`src/rtl/refill_engine.sv`:
```
// Instruction-cache miss refill engine: victim pick, burst fetch, early restart, tag commit.
// Define MISS_HANDLER_CWF_EN to request the critical beat first (wrap burst); default is in-order.
module refill_engine #(
  parameter int TAG_W           = 8,
  parameter int SET_W           = 4,
  parameter int WORDS_PER_BLOCK = 16,
  parameter int WORD_W          = 20,
  parameter int BEAT_WORDS      = 2,
  parameter int NUM_WAYS        = 4,
  localparam int OFF_W   = $clog2(WORDS_PER_BLOCK),
  localparam int BEATS   = WORDS_PER_BLOCK / BEAT_WORDS,
  localparam int BEAT_W  = $clog2(BEATS),
  localparam int WAY_W   = $clog2(NUM_WAYS),
  localparam int ADDR_W  = TAG_W + SET_W + OFF_W,
  localparam int BEAT_DW = BEAT_WORDS * WORD_W
) (
  input  logic               clk,
  input  logic               arst_n,
  input  logic               i_halt,
  input  logic               i_miss_valid,
  output logic               o_miss_ready,
  input  logic [TAG_W-1:0]   i_miss_tag,
  input  logic [SET_W-1:0]   i_miss_set,
  input  logic [OFF_W-1:0]   i_miss_offset,
  input  logic [NUM_WAYS-1:0] i_way_valid,
  input  logic [WAY_W-1:0]   i_lru_way,
  output logic               o_mem_req_valid,
  input  logic               i_mem_req_ready,
  output logic [ADDR_W-1:0]  o_mem_req_addr,
  input  logic               i_mem_rsp_valid,
  output logic               o_mem_rsp_ready,
  input  logic [BEAT_DW-1:0] i_mem_rsp_data,
  output logic               o_da_wr_valid,
  input  logic               i_da_wr_ready,
  output logic [SET_W-1:0]   o_da_wr_set,
  output logic [WAY_W-1:0]   o_da_wr_way,
  output logic [BEAT_W-1:0]  o_da_wr_beat,
  output logic [BEAT_DW-1:0] o_da_wr_data,
  output logic               o_tag_wr_valid,
  input  logic               i_tag_wr_ready,
  output logic [SET_W-1:0]   o_tag_wr_set,
  output logic [WAY_W-1:0]   o_tag_wr_way,
  output logic [TAG_W-1:0]   o_tag_wr_tag,
  output logic [WORD_W-1:0]  o_missed_word,
  output logic               o_missed_word_valid,
  output logic               o_busy
);

  localparam int WSEL_W = $clog2(BEAT_WORDS);

  typedef enum logic [1:0] {IDLE, REQ, FILL, TAG} state_t;
  state_t state;

  logic [TAG_W-1:0]  tag_q;
  logic [SET_W-1:0]  set_q;
  logic [OFF_W-1:0]  off_q;
  logic [WAY_W-1:0]  way_q;
  logic [BEAT_W-1:0] crit_q, start_q, cnt;
  logic              last_rx, mw_pend;

  logic [WAY_W-1:0]  victim;
  logic [BEAT_W-1:0] crit_in, start_in, beat_idx;
  logic [OFF_W-1:0]  start_off;
  logic [WORD_W-1:0] crit_word;
  logic              miss_fire, req_fire, rsp_fire, da_fire, tag_fire;

  // Lowest invalid way wins; a fully valid set falls back to LRU.
  always_comb begin
    victim = i_lru_way;
    for (int w = NUM_WAYS-1; w >= 0; w--)
      if (!i_way_valid[w]) victim = WAY_W'(w);
  end

  assign crit_in = BEAT_W'(i_miss_offset >> WSEL_W);
`ifdef MISS_HANDLER_CWF_EN
  assign start_in = crit_in;
`else
  assign start_in = '0;
`endif
  assign start_off = OFF_W'(start_in) << WSEL_W;
  assign beat_idx  = start_q + cnt;

  always_comb begin
    crit_word = '0;
    for (int w = 0; w < BEAT_WORDS; w++)
      if (OFF_W'(w) == (off_q & OFF_W'(BEAT_WORDS-1)))
        crit_word = i_mem_rsp_data[w*WORD_W +: WORD_W];
  end

  assign o_miss_ready        = (state == IDLE) & ~i_halt;
  // A beat is taken only when the write slot is free or draining this cycle.
  assign o_mem_rsp_ready     = (state == FILL) & ~last_rx & ~i_halt & (~o_da_wr_valid | i_da_wr_ready);
  assign o_missed_word_valid = mw_pend & ~i_halt;
  assign o_busy              = (state != IDLE);
  assign o_da_wr_set         = set_q;
  assign o_da_wr_way         = way_q;
  assign o_tag_wr_set        = set_q;
  assign o_tag_wr_way        = way_q;
  assign o_tag_wr_tag        = tag_q;

  assign miss_fire = o_miss_ready & i_miss_valid;
  assign req_fire  = o_mem_req_valid & i_mem_req_ready & ~i_halt;
  assign rsp_fire  = o_mem_rsp_ready & i_mem_rsp_valid;
  assign da_fire   = o_da_wr_valid & i_da_wr_ready & ~i_halt;
  assign tag_fire  = o_tag_wr_valid & i_tag_wr_ready & ~i_halt;

  always_ff @(posedge clk or negedge arst_n) begin
    if (!arst_n) begin
      state           <= IDLE;
      tag_q           <= '0;
      set_q           <= '0;
      off_q           <= '0;
      way_q           <= '0;
      crit_q          <= '0;
      start_q         <= '0;
      cnt             <= '0;
      last_rx         <= 1'b0;
      mw_pend         <= 1'b0;
      o_mem_req_valid <= 1'b0;
      o_mem_req_addr  <= '0;
      o_da_wr_valid   <= 1'b0;
      o_da_wr_beat    <= '0;
      o_da_wr_data    <= '0;
      o_tag_wr_valid  <= 1'b0;
      o_missed_word   <= '0;
    end else if (!i_halt) begin
      mw_pend <= 1'b0;
      case (state)
        IDLE: if (miss_fire) begin
          tag_q           <= i_miss_tag;
          set_q           <= i_miss_set;
          off_q           <= i_miss_offset;
          way_q           <= victim;
          crit_q          <= crit_in;
          start_q         <= start_in;
          o_mem_req_addr  <= {i_miss_tag, i_miss_set, start_off};
          o_mem_req_valid <= 1'b1;
          state           <= REQ;
        end
        REQ: if (req_fire) begin
          o_mem_req_valid <= 1'b0;
          cnt             <= '0;
          last_rx         <= 1'b0;
          state           <= FILL;
        end
        FILL: begin
          if (rsp_fire) begin
            o_da_wr_valid <= 1'b1;
            o_da_wr_beat  <= beat_idx;
            o_da_wr_data  <= i_mem_rsp_data;
            cnt           <= cnt + 1'b1;
            if (cnt == BEAT_W'(BEATS-1)) last_rx <= 1'b1;
            if (beat_idx == crit_q) begin
              o_missed_word <= crit_word;
              mw_pend       <= 1'b1;
            end
          end else if (da_fire) begin
            o_da_wr_valid <= 1'b0;
            if (last_rx) begin
              o_tag_wr_valid <= 1'b1;
              state          <= TAG;
            end
          end
        end
        TAG: if (tag_fire) begin
          o_tag_wr_valid <= 1'b0;
          state          <= IDLE;
        end
        default: state <= IDLE;
      endcase
    end
  end

endmodule

```
`config.mk`:
```
export PLATFORM = sky130hd
export DESIGN_NAME = refill_engine
export DESIGN_NICKNAME = d
export VERILOG_FILES = /design/src/rtl/refill_engine.sv
export SDC_FILE = /design/constraint.sdc
export NUM_CORES = 1
export LEC_CHECK = 0
export ABC_AREA = 1
export CELL_PAD_IN_SITES_DETAIL_PLACEMENT = 0
export CELL_PAD_IN_SITES_GLOBAL_PLACEMENT = 1
export CORE_ASPECT_RATIO = 0.6
export CORE_MARGIN = 8
export CORE_UTILIZATION = 23
export CTS_CLUSTER_DIAMETER = 80
export DETAILED_ROUTE_END_ITERATION = 10
export GPL_TIMING_DRIVEN = 0
export PLACE_DENSITY = 0.76
export RECOVER_POWER = 50
export SLEW_MARGIN = 10
export SYNTH_ARGS = -nofsm -noshare
export SYNTH_HDL_FRONTEND = slang
export SYNTH_SLANG_ARGS = --single-unit
```
`constraint.sdc`:
```
create_clock -name clk -period 1.7 [get_ports clk]
set_input_delay 0.34 -clock clk [delete_from_list [all_inputs] [get_ports clk]]
set_output_delay 0.34 -clock clk [all_outputs]
set_load 0.02 [all_outputs]
```
After elaboration in Yosys (flattened, before gate mapping) --
Index checks and enable logic that the tools add are counted.
Word-level totals: flip-flop bits (word level) 103, bits in latches 0, RAM bits 0, memory bits (read-only) 0, bits of input ports 70, output and inout port bits 106, memories 0
Operators by class: add/subtract/negate cells 1, multiply operators 0, divide/modulo/power cells 0, $lt $le $gt $ge 0, eq/ne operators 13, shift-type cells 0, multiplexer cells 32, bitwise operators 17, reductions and logical operators 16
Operator list (count):
- 2-to-1 mux 20 bit | 2
- 2-to-1 mux 2 bit | 10
- != test 2 bit (second input constant) | 7
- AND 1 bit | 13
- 2-to-1 mux 1 bit | 13
- AND reduction 4 bit | 3
- nonzero test 2 bit | 5
- AND reduction 3 bit | 3
- one-hot mux 2 bit (4 select lines) | 1
- AND reduction 7 bit | 1
- 2-to-1 mux 3 bit | 2
- one-hot mux 1 bit (2 select lines) | 3
- one-hot mux 3 bit (2 select lines) | 1
- AND reduction 6 bit | 1
- AND reduction 5 bit | 1
- == test 2 bit (second input constant) | 2
- logical NOT 4 bit | 1
- adder 3 x 1 -> 3 bit (second input constant) | 1
- == test 3 bit | 1
- == test 3 bit (second input constant) | 1
- NOT 1 bit | 3
- == test 2 x 1 -> 1 bit (second input constant) | 1
- logical NOT 2 bit | 1
- != test 2 x 1 -> 1 bit (second input constant) | 1
- bitwise OR 1 bit | 1

Depth between registers and ports, before layout --
Gate-level depths: netlist of the first run.
word-level depth 7, gate-level depth with buffers 10, depth with buffers taken out 9

Least setup slack after synthesis of the first run --
OpenSTA, ideal clock, no wires.
path kind register to register, start point register state[0], end point register crit_q[2], setup time 0.066 ns, data arrival time 1.795 ns, required time 1.634 ns, setup slack -0.161 ns, cell stages (with the launch flop) 10, path buffers 1, cells stage by stage dfrtp_1 -> inv_1 -> ha_1 -> inv_1 -> nor2_1 -> nand2_1 -> inv_2 -> buf_2 -> nand2_1 -> nand2_1
On the way: word-level cells in the longest chain between the ends 4
RTL lines:
- from (decl) | RTL line 52 | state_t state;
- from (signal assigned) | RTL line 109 | state <= IDLE;
- from (signal assigned) | RTL line 138 | state <= REQ;
- from (signal assigned) | RTL line 144 | state <= FILL;
- logical NOT 2 bit | RTL line 90 | assign o_miss_ready = (state == IDLE) & ~i_halt;
- AND 1 bit | RTL line 90
- net o_miss_ready | RTL line 21 | output logic o_miss_ready,
- AND 1 bit | RTL line 101 | assign miss_fire = o_miss_ready & i_miss_valid;
- AND reduction 3 bit (no line)
- to (signal assigned) | RTL line 134 | crit_q <= crit_in;
- to (decl) | RTL line 58 | logic [BEAT_W-1:0] crit_q, start_q, cnt;
The timed path passes the listed nets, and every way through them passes these cells. A chain may end at the register's enable or synchronous reset.

Worst setup path after layout of the first run --
start point input i_da_wr_ready, end point output o_mem_rsp_ready
On the way: word-level cells in the longest chain between the ends 2
RTL lines:
- from (decl) | RTL line 34 | input logic i_da_wr_ready,
- bitwise OR 1 bit | RTL line 92 | assign o_mem_rsp_ready = (state == FILL) & ~last_rx & ~i_halt & (~o_da_wr_valid | i_da_wr_ready);
- AND 1 bit | RTL line 92
- to (decl) | RTL line 31 | output logic o_mem_rsp_ready,
Every way passes these cells.

==> flow_metrics.env, run 1 <==
export IMPL_avgRoutedWirePerCell_um=16.1
export IMPL_maxSlewViolCount=0
export IMPL_firstDrtPassIters=4
export IMPL_crit_path_start_kind="input port"
export IMPL_yosys_most_used_dff="dfrtp_1"
export IMPL_antennaDiodeCount=0
export IMPL_dieArea_um2=23000
export IMPL_nets=799
export IMPL_synthArstFlopShare=1.00
export IMPL_ctsHoldBuffers=0
export IMPL_wl_um=15600
export IMPL_clock_skew_ps=10.7
export IMPL_drive_gt1_frac=0.173
export IMPL_port_buffers=171
export IMPL_reg2reg_slack_ps=-40
export IMPL_grt_pass1_vias=4072
export IMPL_p_leak_nw=3.77
export IMPL_hold_viol_final=0
export IMPL_start_util=0.233
export IMPL_syn_to_final_growth_pct=66.1
export IMPL_synth_area_um2=4200
export IMPL_dp_hpwl_um=11700
export IMPL_timing_rr_start="state[0]"
export IMPL_cts_path_max_buffers=2
export IMPL_setup_viol=18
export IMPL_antenna_found_initial=0
export IMPL_place_gp_congestion=0.781
export IMPL_p_per_area_nw_per_um2=1770
export IMPL_rsz0062_at_grt="true"
export IMPL_cts_sinks=91
export IMPL_synth_ff_latch_count=91
export IMPL_htreeDepth=3
export IMPL_slew_headroom=0.155
export IMPL_via_count=4002
export IMPL_critical_path_class="in -> out"
export IMPL_finalCritPeriodShare=1.07
export IMPL_violations="setup timing"
export IMPL_cts_tree="yes"
export IMPL_hp_class="in -> async"
export IMPL_synth_area_leader_cell="dfrtp_1"
export IMPL_drt_iter0_drc=199
export IMPL_ir_drop_v=0.000760
export IMPL_synth_top_area_share=0.543
export IMPL_pin_count=176
export IMPL_holdWs_ps=269
export IMPL_ant_nets=0
export IMPL_r2r_end="o_missed_word[19]"
export IMPL_ys_top_cells_by_count="223 x nand2_1, 91 x dfrtp_1, 35 x inv_1"
export IMPL_critPathCaptureType="output port"
export IMPL_arrival_ps=1480
export IMPL_crit_required_ps=1360
export IMPL_cap_violations=0
export IMPL_critPathLaunch="i_da_wr_ready"
export IMPL_viasPerCell=4.14
export IMPL_core_area_um2=18000
export IMPL_yosys_warnings=0
export IMPL_grt_pass1_wl_um=24000
export IMPL_synth_enable_flop_cells=0
export IMPL_dp_cells=927
export IMPL_grt_usage=0.134
export IMPL_worst_slack_ps=-118
export IMPL_clk_latency_ps=340
export IMPL_grt_ovfl_total=0
export IMPL_synth_cell_types=23
export IMPL_seq_area_frac_synth=0.543
export IMPL_cp_max_fo=3
export IMPL_period_needed_ps=1820
export IMPL_syn_instance_count=512
export IMPL_die_w_um=190
export IMPL_fin_setup_tns_ps=-617
export IMPL_layoutNonFillerInstCount=967
export IMPL_worstMarginPinSlew_ps=1270
export IMPL_clkTransAtPathRegs_ps=70
export IMPL_status="complete, but fails checks"
export IMPL_cts_buffers=9
export IMPL_fmax_ghz=0.550
export IMPL_drc=0
export IMPL_fillers=1892
export IMPL_grt_max_degree=49
export IMPL_r2r_cells=12
export IMPL_synth_area_leaders="dfrtp_1 54%, nand2_1 20%, buf_4 4.3%, nand3_1 3.7%, o21ai_0 3.5%"
export IMPL_yosysMostFrequentCell="nand2_1"
export IMPL_fp_dieH_um=121
export IMPL_root_buffer="clkbuf_16"
export IMPL_avgSynthCellArea_um2=8.19
export IMPL_fp_row_count=38
critical path: stages:
cell and delay, ps:
clkdlybuf4s50_1 510, inv_1 50, nand2_1 170, nand2_1 130, nor2_4 140, buf_6 140
layer usage:
metal  up-vias  routed length (um)  track usage
met3         8                1640       0.0656
met5         -                   0            0
met1      1867                7500        0.187
met2       133                6390        0.188
met4         0                  51       0.0159
li1       1994                   -            -
timing repair:
action	CTS	global route
setup buffers	17	8
pin swaps	5	4
resized for setup	87	102
gates cloned	2	1
endpoints found under the setup margin	122	115
worst max path at each step:
stage	end	slack, ps	cells past startpoint
2_1_floorplan	cnt[1]	20	9
3_3_place_gp	o_tag_wr_valid	-3530	1
3_5_place_dp	o_mem_rsp_ready	-640	7
4_1_cts	o_mem_rsp_ready	-120	7
5_1_grt	o_mem_rsp_ready	-190	6
6_report	o_mem_rsp_ready	-120	6
area by class of cell:
| type | count | area (um^2) | share of cell area |
|---|---|---|---|
| clock inverter | 5 | 38.8 | 0.00557 |
| inverter | 38 | 148 | 0.0212 |
| tap | 240 | 300 | 0.0431 |
| timing repair buffer | 197 | 1910 | 0.274 |
| buffer | 42 | 357 | 0.0512 |
| multi-input combinational | 343 | 1690 | 0.243 |
| sequential | 91 | 2280 | 0.327 |
| clock buffer | 11 | 243 | 0.0348 |
logic make-up after synthesis:
| logic type | after synthesis | share of synthesized area |
|---|---|---|
| buf+inv | 81 | 0.0969 |
| compound gates | 55 | 0.0674 |
| flops | 91 | 0.543 |
| other cells | 1 | 0.000894 |
| xor+xnor | 1 | 0.00209 |
| simple gates | 276 | 0.269 |
| fa+ha+maj | 7 | 0.0209 |
through the flow:
| stage | cell area, um^2 | utilization | total power, W | setup WS, ps |
|---|---|---|---|---|
| floorplan | 4220 | - | 0.00714 | 19.9 |
| global placement | 6230 | 0.347 | 0.0103 | -3530 |
| detailed placement | 6250 | 0.348 | 0.0104 | -638 |
| CTS | 6790 | 0.378 | 0.0124 | -122 |
| global route | 6970 | 0.388 | 0.0132 | -195 |
| finish | 6970 | 0.388 | 0.0123 | -118 |
cells in the final DEF, fill, tap and decap left out, types with 2 or more instances in the layout:
cell type,n
nand3_4,3
or2_2,2
dlymetal6s2s_1,22
buf_2,3
clkbuf_2,3
o21bai_1,2
nand2_1,202
dfrtp_1,91
buf_4,37
clkdlybuf4s50_1,93
clkbuf_1,21
nand3_1,29
clkinv_4,3
nand2_2,15
buf_6,13
inv_4,2
nor2_4,4
o21ai_0,28
buf_8,7
inv_2,5
o21ai_1,21
nand2_4,6
dlygate4sd2_1,36
nand3b_1,3
conb_1,4
nor2_1,9
buf_12,3
ha_1,5
clkbuf_16,10
inv_1,31
registers in the layout, summed over array words and instances, names as in the netlist:
| signal | cells |
|---|---|
| last_rx | 1 |
| o_da_wr_data | 40 |
| o_mem_req_valid | 1 |
| o_mem_req_addr | 1 |
| state | 2 |
| o_da_wr_set | 3 |
| o_missed_word | 20 |
| o_tag_wr_valid | 1 |
| crit_q | 3 |
| o_da_wr_valid | 1 |
| o_da_wr_way | 2 |
| cnt | 3 |
| off_q | 1 |
| o_da_wr_beat | 3 |
| o_tag_wr_tag | 8 |
| mw_pend | 1 |
power by group:
group	switching [W]	internal, W
sequential	0.000686	0.00313
clock	0.000908	0.00104
combinational	0.00372	0.00280
Note: power is estimated with default switching activity, not from simulation.
==> run 2, diff against run 1 <==
--- a/config.mk
+++ b/config.mk
@@ -14,7 +14,7 @@
 export CTS_CLUSTER_DIAMETER = 80
 export DETAILED_ROUTE_END_ITERATION = 10
 export GPL_TIMING_DRIVEN = 0
-export PLACE_DENSITY = 0.76
+export PLACE_DENSITY = 0.74
 export RECOVER_POWER = 50
 export SLEW_MARGIN = 10
 export SYNTH_ARGS = -nofsm -noshare
==> flow_metrics.env, run 2 (synthesis gave the netlist of run 1 again) <==
export IMPL_crit_path_start_kind="flip-flop"
export IMPL_clk_latency_ps=340
export IMPL_violations="setup timing"
export IMPL_die_w_um=190
export IMPL_pin_count=176
export IMPL_reg2reg_slack_ps=40
export IMPL_hold_viol_final=0
export IMPL_avgRoutedWirePerCell_um=16.0
export IMPL_nets=791
export IMPL_ir_drop_v=0.000626
export IMPL_hp_class="in -> async"
export IMPL_place_gp_congestion=0.735
export IMPL_port_buffers=171
export IMPL_period_needed_ps=1750
export IMPL_worst_slack_ps=-45.3
export IMPL_largest_reg_flops=40
export IMPL_syn_to_final_growth_pct=59.4
export IMPL_root_buffer="clkbuf_16"
export IMPL_worst_path_buf_inv=4
export IMPL_via_count=3946
export IMPL_status="complete, but fails checks"
export IMPL_final_common_cell="nand2_1"
export IMPL_clock_skew_ps=7.22
export IMPL_p_leak_nw=3.50
export IMPL_grt_met2_usage=0.182
export IMPL_fp_dieH_um=121
export IMPL_start_util=0.233
export IMPL_arrival_ps=1410
export IMPL_dieArea_um2=23000
export IMPL_crit_required_ps=1360
export IMPL_grt_pass1_vias=4052
export IMPL_worstMarginPinSlew_ps=1350
export IMPL_final_area_um2=6690
export IMPL_grt_pass1_wl_um=23500
export IMPL_maxSlewViolCount=0
export IMPL_pre_cts_slack_ps=-643
export IMPL_path_cells="inv_2 > ha_4 > inv_6 > nor2_4 > inv_2 > nor2_4 > buf_6"
export IMPL_place_area_um2=6250
export IMPL_slowest_stage="dfrtp_1"
export IMPL_grt_max_degree=52
export IMPL_fmax_ghz=0.573
export IMPL_drt_iter0_drc=182
export IMPL_setup_viol=2
export IMPL_cts_path_max_buffers=2
export IMPL_grt_usage=0.132
export IMPL_ctsHoldBuffers=0
export IMPL_cap_violations=0
export IMPL_top_usage_layer="met1"
export IMPL_fp_row_count=38
export IMPL_p_per_area_nw_per_um2=1790
export IMPL_met3_usage=0.0604
export IMPL_holdWs_ps=297
export IMPL_cp_max_fo=2
export IMPL_slew_headroom=0.101
export IMPL_htreeDepth=3
export IMPL_firstDrtPassIters=4
export IMPL_dp_hpwl_um=11500
export IMPL_antennaDiodeCount=0
export IMPL_mostFrequentLayoutCells="222 x nand2_1, 96 x clkdlybuf4s50_1, 91 x dfrtp_1"
export IMPL_cts_sinks=91
export IMPL_viasPerCell=4.11
export IMPL_drc=0
export IMPL_cpPeakStageDelay_ps=390
export IMPL_cts_buffers=9
export IMPL_antenna_found_initial=1
export IMPL_path_delay_family="flip-flops"
export IMPL_critical_path_class="reg -> out"
export IMPL_top_register="o_da_wr_data"
export IMPL_met1_usage=0.187
export IMPL_wl_um=15400
export IMPL_ant_nets=0
export IMPL_drive_gt1_frac=0.138
export IMPL_clkTransAtPathRegs_ps=70
export IMPL_cts_tree="yes"
export IMPL_core_area_um2=18000
export IMPL_critPathCaptureType="output port"
export IMPL_grt_ovfl_total=0
export IMPL_rsz0062_at_grt="true"
export IMPL_finalCritPeriodShare=1.03
run 2: cell type report:
type,instances,area [um^2]
repair buffers,189,1740
multi-input cells,343,1600
plain buffers,42,344
clock inverters,7,52.6
well taps,240,300
clock buffers,9,225
inverters,38,155
fillers,1910,11300
flip-flops and latches,91,2280
run 2: layer usage:
layer  vias up  wire (um)
li1       1974          -
met5         -          8
met3        10       1470
met4         2         73
met2       118       6250
met1      1842       7570
run 2: timing repair:
action / CTS / global route
gates resized for setup: 87 / 57
endpoints found under the setup margin: 126 / 116
buffers inserted: 9 / 6
pin swaps: 3 / 9
cloned: 0 / 2
run 2: through the flow:
step,util,cells,TNS (ps),power (W)
2_1_floorplan,-,515,0,0.00714
3_3_place_gp,0.347,926,-344910,0.0103
3_5_place_dp,0.348,927,-33900,0.0104
4_1_cts,0.369,951,-100,0.0123
5_1_grt,0.372,959,-2100,0.0129
6_report,0.372,959,-66.7,0.0120
run 2: where the power goes:
part | internal (W) | leakage [nW] | switching, W
clock network | 0.00100 | 0.136 | 0.000918
registers | 0.00313 | 1.17 | 0.000648
logic | 0.00261 | 2.20 | 0.00367
run 2: worst paths after layout:
kind / endpoint / depth (start not counted) / from
max in group asynchronous: o_da_wr_data[4] / 2 / arst_n
min: o_missed_word[14] / 1 / arst_n
max: o_mem_rsp_ready / 7 / state[0]
max reg2reg: o_missed_word[17] / 11 / state[0]
min in group clk: o_missed_word[10] / 2 / o_missed_word[10]
min reg2reg: o_missed_word[10] / 2 / o_missed_word[10]
run 2: worst reg2reg max path, delay by kind of cell (launching register included):
kind	cells	cell delay, ps
DFF	1	390
buffers and inverters	5	570
and+or+nand+nor	5	480
adders and majority gates	1	170
